`src/rtl/instr_fetch.sv`:
```
// Instruction fetch unit: sequential fetch with one-cycle memory latency, table-driven
// jumps, skip-one branches and halt, under a small IDLE/RUN/HALTED controller.
module instr_fetch #(
    parameter int pc_width    = 10,
    parameter int instr_width = 9,
    parameter int lut_depth   = 64
) (
    input  logic                   clk,
    input  logic                   reset,
    input  logic                   start,
    input  logic [pc_width-1:0]    start_addr,
    output logic [pc_width-1:0]    instr_addr,
    output logic                   instr_re,
    input  logic [instr_width-1:0] instr_rdata,
    output logic [instr_width-1:0] instruction,
    output logic                   instr_valid,
    output logic [pc_width-1:0]    instr_pc,
    input  logic                   jump,
    input  logic                   halt,
    input  logic [7:0]             imm,
    input  logic                   branch_taken,
    input  logic                   lut_we,
    input  logic [5:0]             lut_addr,
    input  logic [pc_width-1:0]    lut_wdata,
    output logic                   done,
    output logic [15:0]            cycle_count
);

    localparam logic [1:0] IDLE   = 2'd0;
    localparam logic [1:0] RUN    = 2'd1;
    localparam logic [1:0] HALTED = 2'd2;

    logic [1:0]          state;
    logic [pc_width-1:0] fetch_ptr;
    logic                inflight_valid;
    logic [pc_width-1:0] inflight_pc;
    logic                done_q;
    logic [15:0]         count;
    logic [pc_width-1:0] lut [lut_depth];

    logic                running;
    logic                live;
    logic                do_halt;
    logic                do_jump;
    logic                do_branch;
    logic [pc_width-1:0] jump_target;
    logic [pc_width-1:0] branch_target;
    logic                imm_unused;

    assign imm_unused = ^imm[7:6];

    // Decoder controls only act on an instruction that is actually live.
    assign running       = (state == RUN);
    assign live          = running && inflight_valid;
    assign do_halt       = live && halt;
    assign do_jump       = live && jump && !halt;
    assign do_branch     = live && branch_taken && !halt && !jump;
    assign branch_target = inflight_pc + pc_width'(2);

    always_comb begin
        // NOTE: every variable written here gets a default first so no latch is inferred.
        jump_target = '0;
        if (int'(imm[5:0]) < lut_depth) begin
            jump_target = lut[imm[5:0]];
        end
    end

    always_ff @(posedge clk) begin
        // NOTE: state registers use non-blocking assignments so all updates see pre-edge values.
        if (reset) begin
            state          <= IDLE;
            fetch_ptr      <= '0;
            inflight_valid <= 1'b0;
            inflight_pc    <= '0;
            done_q         <= 1'b0;
            count          <= '0;
        end else begin
            case (state)
                IDLE, HALTED: begin
                    if (start) begin
                        state          <= RUN;
                        fetch_ptr      <= start_addr;
                        inflight_valid <= 1'b0;
                        done_q         <= 1'b0;
                        count          <= '0;
                    end
                end
                RUN: begin
                    if (count != 16'hFFFF) begin
                        count <= count + 16'd1;
                    end
                    if (do_halt) begin
                        state          <= HALTED;
                        done_q         <= 1'b1;
                        inflight_valid <= 1'b0;
                    end else if (do_jump) begin
                        fetch_ptr      <= jump_target;
                        inflight_valid <= 1'b0;
                    end else if (do_branch) begin
                        fetch_ptr      <= branch_target;
                        inflight_valid <= 1'b0;
                    end else begin
                        fetch_ptr      <= fetch_ptr + pc_width'(1);
                        inflight_valid <= 1'b1;
                        inflight_pc    <= fetch_ptr;
                    end
                end
                default: begin
                    state          <= IDLE;
                    inflight_valid <= 1'b0;
                end
            endcase
        end
    end

    // Table read above is combinational, so a same-edge write is seen only afterwards.
    always_ff @(posedge clk) begin
        if (reset) begin
            // NOTE: the jump table is small and must read zero after reset, so it is cleared
            // explicitly; this keeps it in flops rather than a RAM macro.
            for (int i = 0; i < lut_depth; i++) begin
                lut[i] <= '0;
            end
        end else if (lut_we && (int'(lut_addr) < lut_depth)) begin
            lut[lut_addr] <= lut_wdata;
        end
    end

    assign instr_addr  = fetch_ptr;
    assign instr_re    = running;
    assign instr_valid = live;
    assign instr_pc    = inflight_pc;
    assign instruction = instr_rdata;
    assign done        = done_q;
    assign cycle_count = count;

endmodule

```
`config.mk`:
```
export PLATFORM = sky130hd
export DESIGN_NAME = instr_fetch
export DESIGN_NICKNAME = d
export VERILOG_FILES = /design/src/rtl/instr_fetch.sv
export SDC_FILE = /design/constraint.sdc
export NUM_CORES = 1
export LEC_CHECK = 0
export CORE_UTILIZATION = 45
export CTS_BUF_LIST = sky130_fd_sc_hd__clkbuf_16
export CTS_CLUSTER_SIZE = 20
export DETAILED_ROUTE_END_ITERATION = 10
export PLACE_DENSITY_LB_ADDON = 0.3
export SYNTH_ARGS = -nofsm -noshare
export SYNTH_HDL_FRONTEND = slang
export SYNTH_SLANG_ARGS = --single-unit
```
`constraint.sdc`:
```
create_clock -name clk -period 1.9 [get_ports clk]
set_input_delay 0.19 -clock clk [delete_from_list [all_inputs] [get_ports clk]]
set_output_delay 0.19 -clock clk [all_outputs]
set_load 0.02 [all_outputs]
```
==> impl_metrics.json <==
{
  "final_cells": 3578,
  "synth_fa_ha_area_share_pct": 0.1164,
  "power_density_mw_per_mm2": 904.1,
  "finalCritPeriodShare_pct": 104.6,
  "coreArea_mm2": 0.07051,
  "whs_path_depth": 2,
  "start_util_pct": 45.73,
  "die_w_um": 269.7,
  "placedCellCount": 3440,
  "cts_buffers": 74,
  "start_kind": "flip-flop",
  "p_leak_nw": 14.41,
  "synth_simple_gate_area_share_pct": 18.39,
  "yosysUniqueCellTypes": 68,
  "overflow": 0,
  "grt_pass1_wl_mm": 136.6,
  "nets": 2634,
  "synth.net_count": 2373,
  "grtUsageTotal_pct": 25.68,
  "cp_cell_sequence": "mux4_2 > mux4_2 > nor3_2 > nor3_1 > o41ai_1 > a211oi_1",
  "cp_common_cell": "mux4_2",
  "gp_congestion": 0.9960,
  "cts_tree": "built",
  "grt_max_degree": 65,
  "min_period_ns": 1.987,
  "startpoint": "lut[61][7]$_SDFFCE_PN0P_",
  "regToRegStartpoint": "lut[61][7]$_SDFFCE_PN0P_",
  "cts-root-buf": "clkbuf_16",
  "ys.flop_type": "edfxtp_1",
  "synth_top_area_cell": "edfxtp_1",
  "wire_per_inst_um": 26.00,
  "vias": 20370,
  "io_pins": 98,
  "crit_arrival_ns": 2.46,
  "yosys.area.top_type_share_pct": 59.60,
  "required_ns": 2.38,
  "violations": "setup timing",
  "cts.sinks": 680,
  "syn_to_final_growth_pct": 20.49,
  "die_h_um": 269.7,
  "maxCapViolations": 0,
  "grt_pass1_vias": 20100,
  "worst_slack_ns": -0.08673,
  "finalSetupViolCount": 3,
  "synth_cells": 2320,
  "multi_input_area_mm2": 0.01132,
  "synth_compound_area_share_pct": 2.778,
  "synth_seq_cells": 680,
  "slew_viol_final": 0,
  "num_rows": 97,
  "seq_area_frac_synth_pct": 62.09,
  "slew_headroom_pct": 56.94,
  "synth-edff-count": 640,
  "fill_cells": 5620,
  "clock_path_buffers": 3,
  "worst_slew_pin_slew_ns": 0.6438,
  "routed_wl_mm": 93.02,
  "cts-hold-fix-buffers": 0,
  "reg2reg_depth": 6,
  "syn_area_per_cell_um2": 13.90,
  "drc": 0,
  "hold_start": "lut_wdata[4]",
  "hpwl_mm": 65.07,
  "synthMuxAreaShare_pct": 12.48,
  "peakVddDrop_mv": 0.5926,
  "critical_path.max_stage_delay_ns": 0.57,
  "grt_setup_unrepaired": "yes",
  "antenna_found_initial": 5,
  "fmax_ghz": 0.5033,
  "worstSkewPairLatency_ns": 0.62,
  "path_delay_family": "multiplexers",
  "utilization_pct": 55.09,
  "cp_max_fo": 1,
  "critical_path_class": "flip-flop to flip-flop",
  "cp.depth": 6,
  "critPathBufInv": 0,
  "pre_cts_ws_ns": -0.6025,
  "port_buffers": 77,
  "crit_path_top_delay_cell": "mux4_2",
  "endpoint_kind": "flip-flop",
  "dieArea_mm2": 0.07273,
  "detail-route-antenna-nets": 0,
  "skew_ns": 0.01674,
  "first_pass_iters": 5,
  "avgViaCountPerCell": 5.693,
  "layout-drive-gt1-share_pct": 26.92,
  "drtIter0Drc": 2212,
  "syn_area_mm2": 0.03224,
  "synth_xor_area_share_pct": 0.7877,
  "yosysWarnings": 0,
  "outcome": "complete, but fails checks",
  "synth_top_family_by_area": "simple AND/OR/NAND/NOR gates",
  "hold_class": "input pin to flip-flop",
  "synthArstFlopShare_pct": 0,
  "cts_max_level": 3,
  "hold_viol": 0,
  "synth_area_leaders": "edfxtp_1, and2_1, mux4_2, mux2i_1, dfxtp_1",
  "clk_pin_slew_worst_paths_ns": 0.06,
  "area.sequential_mm2": 0.02004
}
per-stage QoR:
step / power (W) / hold WS (ns) / setup TNS, ns / instance area (um2)
floorplan: 0.01934 / 0.3486 / 0 / 32310
global placement: 0.02112 / 0.3801 / -423.33 / 36260
detailed placement: 0.02119 / 0.3801 / -449.13 / 36260
CTS: 0.03525 / 0.09854 / -0.3959 / 38680
global route: 0.03605 / 0.1125 / -1.601 / 38850
finish: 0.03512 / 0.1168 / -0.1180 / 38850
routing by layer:
metal / share of wire, % / global-route usage, % / vias to the layer above
li1: - / - / 8923
met1: 41 / 34.76 / 10340
met2: 47 / 40.94 / 936
met3: 8.6 / 5.441 / 167
met4: 3.5 / 9.270 / 4
met5: 0.029 / 0 / -
flip-flops by register name, indices dropped and copies added (netlist names):
| signal | cells |
|---|---|
| lut | 640 |
| inflight_valid | 1 |
| done | 1 |
| instr_addr | 10 |
| cycle_count | 16 |
| instr_pc | 10 |
| state | 2 |
cell usage in the layout (no fill, tap or decap), types with 10 or more instances in the layout:
master,Yosys,layout
buf_4,25,288
a21oi_1,24,23
nand3_1,25,25
nor2_1,109,108
xnor2_1,23,22
mux2i_1,88,86
clkinv_2,0,12
inv_1,3,15
dlygate4sd2_1,0,12
or2_2,64,55
clkinv_1,1,17
mux4_2,137,137
dfxtp_1,40,29
clkbuf_16,0,77
buf_12,0,52
a22oi_1,28,25
edfxtp_1,640,640
buf_2,21,10
nand4_1,24,24
clkdlybuf4s50_1,0,41
o21ai_0,13,10
and2_1,647,646
nand2_1,62,61
synth_stat cells (21+ instances only):
cell type	count
a21oi_1	24
a22oi_1	28
and2_1	647
buf_2	21
buf_4	25
clkbuf_1	159
dfxtp_1	40
edfxtp_1	640
mux2i_1	88
mux4_2	137
nand2_1	62
nand3_1	25
nand4_1	24
nor2_1	109
or2_2	64
xnor2_1	23
layout make-up:
cell class	count	share of cell area [%]
Multi-Input combinational cell	1404	29.13
Clock buffer	77	4.960
Antenna cell	1	0.006441
Inverter	6	0.05797
Clock inverter	55	1.150
Tap cell	940	3.027
Sequential cell	680	51.58
Timing Repair Buffer	415	10.09
where the power goes:
group	switching [W]	internal, W	total [W]
clock network	0.00589	0.00828	0.0142
registers	0.000299	0.0171	0.0174
logic	0.00203	0.00150	0.00353
cell families (layout without fill, tap and decap cells):
logic type	Yosys count	count (layout)
AOI/OAI and AO/OA	129	129
other	0	1
DFF	680	680
buffers and inverters	236	553
xor gates and xnor gates	29	29
and+or+nand+nor	1013	1013
adders and majority gates	3	3
muxes	230	230
final timing paths:
check | end | slack (ns)
worst max-delay path | instr_addr[7]$_SDFFE_PP0P_ | -0.09
worst min-delay path | lut[18][4]$_SDFFCE_PN0P_ | 0.12
worst max register to register | instr_addr[7]$_SDFFE_PP0P_ | -0.09
worst min register to register | done$_SDFFE_PP0P_ | 0.46
worst register-to-register path, stage by stage (launching register included):
cell	delay (ns)
edfxtp_1	0.42
mux4_2	0.57
mux4_2	0.51
nor3_2	0.11
nor3_1	0.06
o41ai_1	0.10
a211oi_1	0.08
timing repair:
item | 4_1_cts | 5_1_grt
gates cloned | 0 | 1
pin swaps | 5 | 14
setup endpoints to repair | 22 | 129
resized for setup | 30 | 43
buffers inserted | 0 | 4
No activity file was read; power rests on OpenSTA's default activity.
